**src/rtl/reg_bank_sb_pkg.sv**
```systemverilog
// Shared definitions for the reg_bank_sb register bank:
// default sizes, special-register offsets and selector helpers.
package reg_bank_sb_pkg;

  localparam int DATA_W_DEF  = 16;
  localparam int GPR_NUM_DEF = 8;

  // Special registers sit directly above the GPRs.
  typedef enum int {
    OFF_T  = 0,
    OFF_SP = 1,
    OFF_IH = 2,
    OFF_RA = 3
  } spec_off_e;

  localparam int N_SPEC = OFF_RA + 1;

  function automatic int sel_w(input int gpr_num);
    return $clog2(gpr_num + N_SPEC);
  endfunction

  function automatic logic sel_valid(
    input int unsigned s,
    input int unsigned nreg
  );
    return s < nreg;
  endfunction

endpackage

```
**src/rtl/reg_bank_sb_if.sv**
```systemverilog
// Read, issue and write-back bus of reg_bank_sb.
// master = pipeline side, slave = register bank.
interface reg_bank_sb_if
  import reg_bank_sb_pkg::*;
#(
  parameter int DATA_W  = DATA_W_DEF,
  parameter int GPR_NUM = GPR_NUM_DEF
);
  localparam int SEL_W = sel_w(GPR_NUM);
  localparam int NREG  = GPR_NUM + N_SPEC;

  logic [SEL_W-1:0]  a_sel;
  logic [SEL_W-1:0]  b_sel;
  logic [DATA_W-1:0] a_data;
  logic [DATA_W-1:0] b_data;
  logic              iss_valid;
  logic [SEL_W-1:0]  iss_sel;
  logic              iss_use_a;
  logic              iss_use_b;
  logic              wb_valid;
  logic [SEL_W-1:0]  wb_sel;
  logic [DATA_W-1:0] wb_data;
  logic              flush;
  logic              stall;
  logic [NREG-1:0]   busy;

  modport master (
    output a_sel, b_sel,
    output iss_valid, iss_sel,
    output iss_use_a, iss_use_b,
    output wb_valid, wb_sel, wb_data,
    output flush,
    input  a_data, b_data,
    input  stall, busy
  );

  modport slave (
    input  a_sel, b_sel,
    input  iss_valid, iss_sel,
    input  iss_use_a, iss_use_b,
    input  wb_valid, wb_sel, wb_data,
    input  flush,
    output a_data, b_data,
    output stall, busy
  );

endinterface

```
**src/rtl/reg_bank_sb_scoreboard.sv**
```systemverilog
// reg_scoreboard: pending-write bit per register plus
// RAW/WAW stall detection with write-back bypass awareness.
module reg_scoreboard
  import reg_bank_sb_pkg::*;
#(
  parameter int GPR_NUM = GPR_NUM_DEF,
  parameter int ZERO_R0 = 0,
  localparam int SEL_W  = sel_w(GPR_NUM),
  localparam int NREG   = GPR_NUM + N_SPEC
) (
  input  logic             clk_50MHz,
  input  logic             rst,
  input  logic             iss_valid,
  input  logic [SEL_W-1:0] iss_sel,
  input  logic             iss_use_a,
  input  logic             iss_use_b,
  input  logic [SEL_W-1:0] a_sel,
  input  logic [SEL_W-1:0] b_sel,
  input  logic             wb_valid,
  input  logic [SEL_W-1:0] wb_sel,
  input  logic             flush,
  output logic             stall,
  output logic [NREG-1:0]  busy
);

  logic [NREG-1:0] busy_q;
  logic [NREG-1:0] busy_d;
  logic            hit_a;
  logic            hit_b;
  logic            waw;
  logic            set_en;
  logic            clr_en;

  function automatic logic ok(input logic [SEL_W-1:0] s);
    return sel_valid(32'(s), NREG);
  endfunction

  function automatic logic is_busy(
    input logic [NREG-1:0]  v,
    input logic [SEL_W-1:0] s
  );
    return ok(s) && v[s];
  endfunction

  // A matching write-back this cycle resolves the hazard.
  always_comb begin
    hit_a = iss_use_a && is_busy(busy_q, a_sel) &&
            !(wb_valid && wb_sel == a_sel);
    hit_b = iss_use_b && is_busy(busy_q, b_sel) &&
            !(wb_valid && wb_sel == b_sel);
    waw   = is_busy(busy_q, iss_sel) &&
            !(wb_valid && wb_sel == iss_sel);
    stall = !rst && iss_valid && (hit_a || hit_b || waw);
  end

  always_comb begin
    set_en = iss_valid && !stall && !flush && ok(iss_sel) &&
             !((ZERO_R0 != 0) && iss_sel == '0);
    clr_en = wb_valid && ok(wb_sel);
    busy_d = busy_q;
    if (flush) begin
      busy_d = '0;
    end else begin
      if (clr_en) busy_d[wb_sel] = 1'b0;
      if (set_en) busy_d[iss_sel] = 1'b1;
    end
  end

  always_ff @(posedge clk_50MHz or posedge rst) begin
    if (rst) busy_q <= '0;
    else     busy_q <= busy_d;
  end

  assign busy = busy_q;

endmodule

```
**src/rtl/reg_bank_sb.sv**
```systemverilog
// reg_bank_sb: GPRs + T/SP/IH/RA with two bypassed read ports,
// one write-back port and a scoreboard. Ports: clk_50MHz, rst, bus.
module reg_bank_sb
  import reg_bank_sb_pkg::*;
#(
  parameter int DATA_W  = DATA_W_DEF,
  parameter int GPR_NUM = GPR_NUM_DEF,
  parameter int ZERO_R0 = 0,
  localparam int SEL_W  = sel_w(GPR_NUM),
  localparam int NREG   = GPR_NUM + N_SPEC
) (
  input logic         clk_50MHz,
  input logic         rst,
  reg_bank_sb_if.slave bus
);

  logic [DATA_W-1:0] regs [NREG];
  logic              wr_en;
  logic              byp_a;
  logic              byp_b;

  function automatic logic ok(input logic [SEL_W-1:0] s);
    return sel_valid(32'(s), NREG);
  endfunction

  function automatic logic is_r0(input logic [SEL_W-1:0] s);
    return (ZERO_R0 != 0) && s == '0;
  endfunction

  assign wr_en = bus.wb_valid && ok(bus.wb_sel) && !is_r0(bus.wb_sel);

  always_ff @(posedge clk_50MHz or posedge rst) begin
    if (rst) begin
      for (int i = 0; i < NREG; i++) regs[i] <= '0;
    end else if (wr_en) begin
      regs[bus.wb_sel] <= bus.wb_data;
    end
  end

  assign byp_a = bus.wb_valid && bus.wb_sel == bus.a_sel;
  assign byp_b = bus.wb_valid && bus.wb_sel == bus.b_sel;

  always_comb begin
    bus.a_data = '0;
    if (ok(bus.a_sel) && !is_r0(bus.a_sel))
      bus.a_data = byp_a ? bus.wb_data : regs[bus.a_sel];
  end

  always_comb begin
    bus.b_data = '0;
    if (ok(bus.b_sel) && !is_r0(bus.b_sel))
      bus.b_data = byp_b ? bus.wb_data : regs[bus.b_sel];
  end

  reg_scoreboard #(
    .GPR_NUM (GPR_NUM),
    .ZERO_R0 (ZERO_R0)
  ) u_sb (
    .clk_50MHz (clk_50MHz),
    .rst       (rst),
    .iss_valid (bus.iss_valid),
    .iss_sel   (bus.iss_sel),
    .iss_use_a (bus.iss_use_a),
    .iss_use_b (bus.iss_use_b),
    .a_sel     (bus.a_sel),
    .b_sel     (bus.b_sel),
    .wb_valid  (bus.wb_valid),
    .wb_sel    (bus.wb_sel),
    .flush     (bus.flush),
    .stall     (bus.stall),
    .busy      (bus.busy)
  );

endmodule

```
**src/flat_wrapper.sv**
```systemverilog
// flat-port wrapper written by rule: the top's interface ports become plain ports
module reg_bank_sb_flat import reg_bank_sb_pkg::*;
#(
  parameter int DATA_W  = DATA_W_DEF,
  parameter int GPR_NUM = GPR_NUM_DEF,
  parameter int ZERO_R0 = 0,
  localparam int SEL_W  = sel_w(GPR_NUM),
  localparam int NREG   = GPR_NUM + N_SPEC
)
  (clk_50MHz, rst, bus_a_sel, bus_b_sel, bus_iss_valid, bus_iss_sel, bus_iss_use_a, bus_iss_use_b, bus_wb_valid, bus_wb_sel, bus_wb_data, bus_flush, bus_a_data, bus_b_data, bus_stall, bus_busy);
  reg_bank_sb_if #(.DATA_W(DATA_W), .GPR_NUM(GPR_NUM)) bus_i ();
  input logic clk_50MHz;
  input logic rst;
  input wire logic [$bits(bus_i.a_sel)-1:0] bus_a_sel;
  input wire logic [$bits(bus_i.b_sel)-1:0] bus_b_sel;
  input wire logic [$bits(bus_i.iss_valid)-1:0] bus_iss_valid;
  input wire logic [$bits(bus_i.iss_sel)-1:0] bus_iss_sel;
  input wire logic [$bits(bus_i.iss_use_a)-1:0] bus_iss_use_a;
  input wire logic [$bits(bus_i.iss_use_b)-1:0] bus_iss_use_b;
  input wire logic [$bits(bus_i.wb_valid)-1:0] bus_wb_valid;
  input wire logic [$bits(bus_i.wb_sel)-1:0] bus_wb_sel;
  input wire logic [$bits(bus_i.wb_data)-1:0] bus_wb_data;
  input wire logic [$bits(bus_i.flush)-1:0] bus_flush;
  output wire logic [$bits(bus_i.a_data)-1:0] bus_a_data;
  output wire logic [$bits(bus_i.b_data)-1:0] bus_b_data;
  output wire logic [$bits(bus_i.stall)-1:0] bus_stall;
  output wire logic [$bits(bus_i.busy)-1:0] bus_busy;
  assign bus_i.a_sel = bus_a_sel;
  assign bus_i.b_sel = bus_b_sel;
  assign bus_i.iss_valid = bus_iss_valid;
  assign bus_i.iss_sel = bus_iss_sel;
  assign bus_i.iss_use_a = bus_iss_use_a;
  assign bus_i.iss_use_b = bus_iss_use_b;
  assign bus_i.wb_valid = bus_wb_valid;
  assign bus_i.wb_sel = bus_wb_sel;
  assign bus_i.wb_data = bus_wb_data;
  assign bus_i.flush = bus_flush;
  assign bus_a_data = bus_i.a_data;
  assign bus_b_data = bus_i.b_data;
  assign bus_stall = bus_i.stall;
  assign bus_busy = bus_i.busy;
  reg_bank_sb #(.DATA_W(DATA_W), .GPR_NUM(GPR_NUM), .ZERO_R0(ZERO_R0)) u_core (.clk_50MHz(clk_50MHz), .rst(rst), .bus(bus_i));
endmodule
```
**config.mk**
```make
export PLATFORM = sky130hd
export DESIGN_NAME = reg_bank_sb_flat
export DESIGN_NICKNAME = d
export VERILOG_FILES = /design/src/rtl/reg_bank_sb_pkg.sv /design/src/rtl/reg_bank_sb_if.sv /design/src/rtl/reg_bank_sb_scoreboard.sv /design/src/rtl/reg_bank_sb.sv /design/src/flat_wrapper.sv
export SDC_FILE = /design/constraint.sdc
export NUM_CORES = 1
export LEC_CHECK = 0
export BUFFER_PORTS_ARGS = -buffer_cell sky130_fd_sc_hd__buf_2
export CORE_MARGIN = 2
export CORE_UTILIZATION = 45
export CTS_CLUSTER_DIAMETER = 60
export DETAILED_ROUTE_END_ITERATION = 12
export MAX_ROUTING_LAYER = met4
export SLEW_MARGIN = 20
export SYNTH_ARGS = -nofsm -noshare
export SYNTH_HDL_FRONTEND = slang
export SYNTH_SLANG_ARGS = --single-unit
```
**constraint.sdc**
```tcl
create_clock -name clk_50MHz -period 12.07 [get_ports clk_50MHz]
set_input_delay 0.6035 -clock clk_50MHz [delete_from_list [all_inputs] [get_ports clk_50MHz]]
set_output_delay 0.6035 -clock clk_50MHz [all_outputs]
set_load 0.02 [all_outputs]
```
== After elaboration in Yosys (flattened, before gate mapping) ==
Cells that the tools add are included.

* Word-level logic and storage cells: 91
* Flip-flop bits (word level): 204

* Muxes and demuxes: 27
* Reduce and logical (&&, ||, !) cells: 28
* $lt $le $gt $ge: 14
* Equal/unequal tests: 3
* Bitwise logic cells: 6

{| class="wikitable"
|+ Operator list
! kind !! number
|-
| $bwmux 192 || 1
|-
| $mux 16 || 9
|-
| $bmux 16 s4 || 2
|-
| $demux 16 s4 || 1
|-
| $mux 12 || 4
|-
| $logic_and 1x1->1 || 20
|-
| $lt 4x5->1 const B || 4
|-
| $lt 4x4->1 const B || 4
|-
| $ge 5x5->1 const B || 3
|-
| $not 4->5 || 3
|-
| $and 12x12->12 || 1
|-
| $bmux 1 s4 || 3
|-
| $eq 4x4->1 || 3
|-
| $not 12->12 || 1
|-
| $or 12x12->12 || 1
|-
| $demux 1 s4 || 2
|-
| $ge 4x1->1 const B || 2
|-
| $logic_not 1->1 || 6
|-
| $lt 5x1->1 const B || 1
|-
| $mux 1 || 5
|-
| $logic_or 1x1->1 || 2
|}

== Logic depth before layout (Yosys ltp) ==
Gate-level depths: netlist (run 1).

* Word-level depth: 14
* Depth in mapped cells: 8

== Hierarchy ==
A second synthesis (run 1) with hierarchy kept.

* Cells, all modules: 985
* Area, all modules: 12335.6 sq um

{| class="wikitable"
|+ Modules (own cells, without submodules)
! module !! instances !! cells each !! area each (sq um)
|-
| reg_bank_sb || 1 || 852 || 11053.1
|-
| reg_scoreboard || 1 || 133 || 1282.5
|}

== Worst setup path before layout (run 1) ==
Ideal clock, no wire load.

* Path kind: input-to-output
* Start: input port rst
* End: output port bus_stall
* Arrival: 6.275 ns
* Stages on the path: 4
* Setup slack: 5.191 ns
* Cell sequence: inv_1 > and4_4 > buf_4 > o21a_1

* Word-level cells in the longest chain between the ends: 3

{| class="wikitable"
|+ RTL lines
! item !! line !! RTL
|-
| start, declared || flat_wrapper.sv:13 || <nowiki>input logic rst;</nowiki>
|-
| $logic_not 1->1 (no source line) || - ||
|-
| $logic_and 1x1->1 (2 in a row) || reg_bank_sb_scoreboard.sv:53 || <nowiki>stall = !rst && iss_valid && (hit_a || hit_b || waw);</nowiki>
|-
| end, declared || flat_wrapper.sv:26 || <nowiki>output wire logic [$bits(bus_i.stall)-1:0] bus_stall;</nowiki>
|}

No other way between the ends.

== Worst setup path after layout (run 1) ==
* Start: input port bus_a_sel[1]
* End: output port bus_a_data[1]

* Word-level cells in the longest chain between the ends: 6
* Elaborated cells between the ends (all ways): 9
* Those cells by class: order compare (1); eq/ne (1); mux (5); bitwise (1); reduce/logical (1)

{| class="wikitable"
|+ RTL lines
! item !! line !! RTL
|-
| start, declared || flat_wrapper.sv:14 || <nowiki>input wire logic [$bits(bus_i.a_sel)-1:0] bus_a_sel;</nowiki>
|-
| $not 4->5 (not written as such) || reg_bank_sb.sv:46 || <nowiki>bus.a_data = byp_a ? bus.wb_data : regs[bus.a_sel];</nowiki>
|-
| $bmux 16 s4 || reg_bank_sb.sv:46 ||
|-
| $mux 16 (not written as such) (2 in a row) || reg_bank_sb.sv:46 ||
|-
| $mux 16 || reg_bank_sb.sv:46 ||
|-
| $mux 16 * || reg_bank_sb.sv:45 || <nowiki>if (ok(bus.a_sel) && !is_r0(bus.a_sel))</nowiki>
|-
| end, declared || flat_wrapper.sv:24 || <nowiki>output wire logic [$bits(bus_i.a_data)-1:0] bus_a_data;</nowiki>
|}

Mark *: on every way between the ends. The rest lies on a longest branch, timed or not. The select of a mux whose other input is x is not followed.

==> results of run 1 <==
## cell families after synthesis
logic type	synth area share (%)
and+or+nand+nor	4.61
xor gates and xnor gates	0.906
buffers and inverters	3.92
AOI/OAI and AO/OA	6.99
muxes	39.6
DFF	44.0
## layer usage
layer	track usage [%]	share of wire, %	vias up
met5	-	0	-
met4	8.42	2.9	0
met3	3.31	5.7	61
met2	42.7	50	309
met1	32.8	41	4189
li1	-	-	3296
## stage by stage
| step | area [um2] | util, % | power, uW | instances |
|---|---|---|---|---|
| after floorplan | 11600 | - | 1320 | 827 |
| after global placement | 12100 | 48.1 | 1430 | 1168 |
| after detailed placement | 12100 | 48.1 | 1460 | 1168 |
| after CTS | 12900 | 51.1 | 2180 | 1210 |
| after global routing | 12900 | 51.1 | 2260 | 1210 |
| final | 12900 | 51.1 | 2160 | 1210 |
## worst max-delay path by stage
stage / end / slack, ps
final: bus_a_data[1] / 8070
after global routing: bus_a_data[7] / 7750
after CTS: bus_a_data[7] / 8030
after detailed placement: bus_a_data[7] / 8050
after global placement: bus_a_data[7] / 8020
after floorplan: bus_stall / 5190
## sequential cells by signal, indices dropped and copies added, names as in the netlist
signal,count
u_core.regs,192
u_core.u_sb.busy,12
## power by group through the flow
stage	Sequential, uW	Clock [uW]	Combinational [uW]
after global routing	963	753	546
after floorplan	915	0	409
after CTS	940	723	514
after global placement	929	0	497
final	944	710	509
after detailed placement	952	0	513
## cells in the final DEF (no fill, tap or decap), types with 3 or more instances in the layout
master     netlist  layout
inv_1            5       4
clkbuf_16        0      25
mux2i_1          6       6
clkbuf_8         0       4
buf_4            8      19
nand3_1          3       3
and2_1           4       4
xor2_1           9       9
mux2_2         192     192
nor3_1           4       4
clkbuf_1        40       6
clkinv_2         0       5
o31ai_2          9       9
nor3b_1          3       3
nor2_1          42      36
xnor2_1          3       3
o21bai_1         4       4
nor2_2           0       6
nand2_1         17      16
dfrtp_1        204     204
nand3b_1         8       8
o31ai_1          3       3
or3b_2           7       7
buf_2           33      81
a221oi_1        32      32
o22ai_1         28      28
mux4_2         105     105
o21ai_0         28      28
## critical path, cell delays in order
cell      delay, ps
buf_2            80
buf_4           750
xor2_1          130
nor3_1          200
and2_1          790
o21ai_0         270
a221oi_1        330
buf_2           230
## cell type report
cell class,instances,area (um2)
inverter,5,31.3
tap,330,413
multi-input combinational,529,6050
timing repair buffer,100,548
fill,2162,12300
sequential,204,5100
clock buffer,35,703
clock inverter,7,62.6
==> impl_metrics.yaml, run 1 <==
floorplan:
  rows: 58
  fp.dieW_um: 165
  die_area_um2: 27100
  core_um2: 25300
  die_y_um: 165
  start_util_pct: 45.9
  io_pins: 84
yosys:
  synth_area_leaders: "dfrtp_1 (44%), mux4_2 (20%), mux2_2 (19%), a221oi_1 (2.4%), o22ai_1 (1.5%)"
  synth_nets: 866
  yosysWarnings: 0
  ys_async_sr_fraction_pct: 100
  yosys.area.top_type_share_pct: 44.0
  synthTopCellsByCount: "dfrtp_1 (204), mux2_2 (192), mux4_2 (105), nor2_1 (42), clkbuf_1 (40)"
  synth.most_common_cell: "dfrtp_1"
  avgSynthCellArea_um2: 14.0
  synth_cells: 827
  synth_edf_count: 0
  ys_types: 40
  ys_ff_latch: 204
  synth-main-ff-cell: "dfrtp_1"
  syn_area_um2: 11600
  post-synth-top-area-cell: "dfrtp_1"
  synth.yosys.seq_area_share_pct: 44.0
pwr:
  power.density_nw_per_um2: 167
  pwr-share-clk_pct: 32.8
  peakVddDrop_mv: 0.0934
  p_int_uw: 1560
  seqPwrFrac_pct: 43.7
  switching_share_pct: 28.0
  cellLeakagePower_uw: 0.00537
  power.net_switching_uw: 606
  pwr-share-comb_pct: 23.5
sta:
  rsz0062_at_grt: "false"
  skew_ps: 4.09
  max_slew_margin_pct: 23.1
  fmax_ghz: 0.250
  final.setup.tns_ps: 0
  fin_ws_ps: 8070
  drv_slew: 0
  holdWs_ps: 200
  worst_pin_slew_ps: 1150
  finalCritPeriodShare_pct: 33.1
  final.min_clock_period_ps: 4000
  final-setup-viol-count: 0
  final_hold_viol_count: 0
critical_path:
  critical_path_class: "in2out"
  ff2ff_path_depth: 5
  r2r_start: "u_core.u_sb.busy[7]"
  cp-end-kind: "output port"
  start_kind: "primary input"
  timing.rr.end: "u_core.u_sb.busy[0]"
  crit_required_ps: 11470
  crit_start: "bus_a_sel[1]"
  arrival_ps: 3390
  rrSetupSlack_ps: 10100
  crit_fanout: 52
place:
  gp_congestion: 0.855
  port_buffers: 83
  dp_hpwl_mm: 19.7
  pre_cts_slack_ps: 8050
outcome:
  status: "finished clean"
route:
  wl_per_cell_um: 27.2
  drcViolationCount: 0
  postRouteAntennaNets: 0
  dr.pass1.iters: 5
  wl_mm: 32.9
  drt_iter0_markers: 758
  vias: 7855
  routed_via_density: 6.49
clocking:
  clk_pin_slew_worst_paths_ps: 50
  ctsHtreeMaxLevel: 1
  cts-buffers-inserted: 24
  insertion_delay_ps: 520
  cts_tree: "built"
  cts_resized: 0
  hold_buffers: 0
  clk_path_buf_depth: 3
  postCtsSetupBuffers: 0
  root_buffer: "clkbuf_16"
  clock-sinks: 204
finish:
  diodes: 0
  syn2layout_area_growth_pct: 11.4
  drive_gt1_share_pct: 52.6
  nets: 903
global_route:
  grt_usage_pct: 25.6
  antenna_found_initial: 0
  grt_pass1_vias: 8315
  grt_max_degree: 148
  grt_pass1_wl_mm: 50.4
  gr-total-overflow: 0
flow_run:
  maxCapViolations: 0
worst_hold_path:
  worstHoldPathType: "in2async"
No activity file was read; power rests on OpenSTA's default activity.
==> inputs of run 2 (changes only) <==
clock period = 4.19 ns   (was 12.07 ns; I/O delays follow)
==> run 2 against run 1 <==
- clock skew decreased by 0.71 ps
- die area unchanged
- via count increased by 0.64%
- count of clock-buffer cells in the layout decreased by 2
- clock power increased to 3.3 times the previous value
- routed wire length decreased by 1.0%
- largest power group unchanged
==> impl_metrics.yaml, run 2 (synthesis results as in run 1) <==
outcome:
  status: "finished clean"
route:
  wl_mm: 32.5
  drcViolationCount: 0
  wl_per_cell_um: 26.8
  vias: 7905
  postRouteAntennaNets: 0
  drt_iter0_markers: 801
  dr.pass1.iters: 7
  routed_via_density: 6.51
pwr:
  power.net_switching_uw: 1780
  p_int_uw: 4740
  switching_share_pct: 27.4
  cellLeakagePower_uw: 0.00544
  pwr-share-comb_pct: 22.6
  pwr-share-clk_pct: 35.6
  power.density_nw_per_um2: 499
  peakVddDrop_mv: 0.296
  seqPwrFrac_pct: 41.7
finish:
  syn2layout_area_growth_pct: 12.8
  nFillCells: 2083
  drive_gt1_share_pct: 53.3
  layout_commonest_cell: "dfrtp_1"
  largest-register: "u_core.regs"
  register_area_um2: 5100
  mostFrequentLayoutCells: "dfrtp_1 (204), mux2_2 (192), mux4_2 (105)"
  finish.instance_area_um2: 13100
  diodes: 0
  largest_reg_flops: 192
  multi_input_area_um2: 6060
  final_util_pct: 51.8
  fin_cells: 1215
  nets: 907
sta:
  final.min_clock_period_ps: 3060
  fin_ws_ps: 1130
  final.setup.tns_ps: 0
  skew_ps: 3.38
  drv_slew: 0
  max_slew_margin_pct: 22.9
  final-setup-viol-count: 0
  rsz0062_at_grt: "false"
  finalCritPeriodShare_pct: 73.1
  final_hold_viol_count: 0
  worst_pin_slew_ps: 1160
  fmax_ghz: 0.327
floorplan:
  io_pins: 84
  rows: 58
  die_area_um2: 27100
  fp.dieW_um: 165
  die_y_um: 165
  start_util_pct: 45.9
  core_um2: 25300
critical_path:
  crit_required_ps: 3980
  path_delay_family: "simple AND/OR/NAND/NOR gates"
  crit_chain: "buf_2 -> xor2_1 -> nor3_1 -> and2_1 -> o21ai_1 -> a221oi_1 -> buf_2"
  cp-end-kind: "output port"
  r2r_start: "u_core.u_sb.busy[11]"
  start_kind: "primary input"
  crit_top_cell: "buf_2"
  critical_path_class: "in2out"
  max_stage_delay_ps: 830
  crit_fanout: 22
  crit_start: "bus_b_sel[2]"
  cp_slowest_cell: "and2_1"
  critPathBufInv: 2
  arrival_ps: 2850
clocking:
  cts_resized: 0
  insertion_delay_ps: 510
  clk_path_buf_depth: 3
  postCtsSetupBuffers: 0
  cts_tree: "built"
  clk_pin_slew_worst_paths_ps: 60
  cts-buffers-inserted: 25
  root_buffer: "clkbuf_16"
  ctsHtreeMaxLevel: 1
  clock-sinks: 204
global_route:
  grt_max_degree: 89
  grt_pass1_wl_mm: 50.5
  antenna_found_initial: 0
  gr-total-overflow: 0
  grt_pass1_vias: 8370
  grt_usage_pct: 25.5
place:
  port_buffers: 83
  pre_cts_slack_ps: 1200
  dp_hpwl_mm: 19.5
  place_area_um2: 12200
  dp_cells: 1170
  gp_congestion: 0.844
worst_hold_path:
  min_from: "bus_iss_sel[2]"
  worstHoldPathType: "in2reg"
flow_run:
  maxCapViolations: 0
==> run 2: cell count changes in the layout (fill, tap and decap cells not counted), moves of 2 or more <==
cell	change
clkbuf_1	-5
clkinv_2	-4
bufinv_16	+3
clkbuf_8	+3
clkinv_4	+3
clkinvlp_4	+2
==> run 2: area by class of cell <==
cell class                 count  area share (%)
inverter                       5           0.172
clock inverter                11            1.36
timing repair buffer         103            4.41
tap                          330            3.16
sequential                   204            39.0
multi-input combinational    529            46.3
clock buffer                  33            5.55
==> run 2: repair_timing <==
action,4_1_cts,5_1_grt
setup endpoints to repair,0,0
hold endpoints to repair,49,0
hold buffers,1,0
==> run 2: final timing paths <==
check                                       to  slack (ps)  cells past startpoint
max in group asynchronous     u_core.regs[182]        2330                      5
min in group asynchronous  u_core.u_sb.busy[4]         520                      4
hold / removal             u_core.u_sb.busy[7]          40                      3
setup / recovery                 bus_b_data[9]        1130                      7
setup reg to reg           u_core.u_sb.busy[1]        2190                      5
hold reg to reg               u_core.regs[172]         520                      1
==> run 2: power groups by stage <==
stage               Combinational, uW  Clock (uW)  Sequential (uW)
global route                     1580        2460             2780
CTS                              1480        2370             2710
global placement                 1430           0             2680
floorplan                        1180           0             2640
detailed placement               1480           0             2750
finish                           1470        2320             2720
==> run 2: per-stage QoR <==
step,hold WS [ps],total power [uW]
2_1_floorplan,361,3810
6_report,40.5,6520
5_1_grt,39.9,6820
3_5_place_dp,511,4220
4_1_cts,18.7,6560
3_3_place_gp,492,4110
==> run 2: tightest hold or removal path: stages <==
cell and delay (ps):
buf_2 150, nand4_1 100, o31ai_2 60
==> run 2: layer usage <==
metal  part of all wire, %  GRT usage, %
met4                   2.9          8.26
met3                   6.8          4.04
met5                     0             -
met2                    50          42.0
met1                    40          32.7
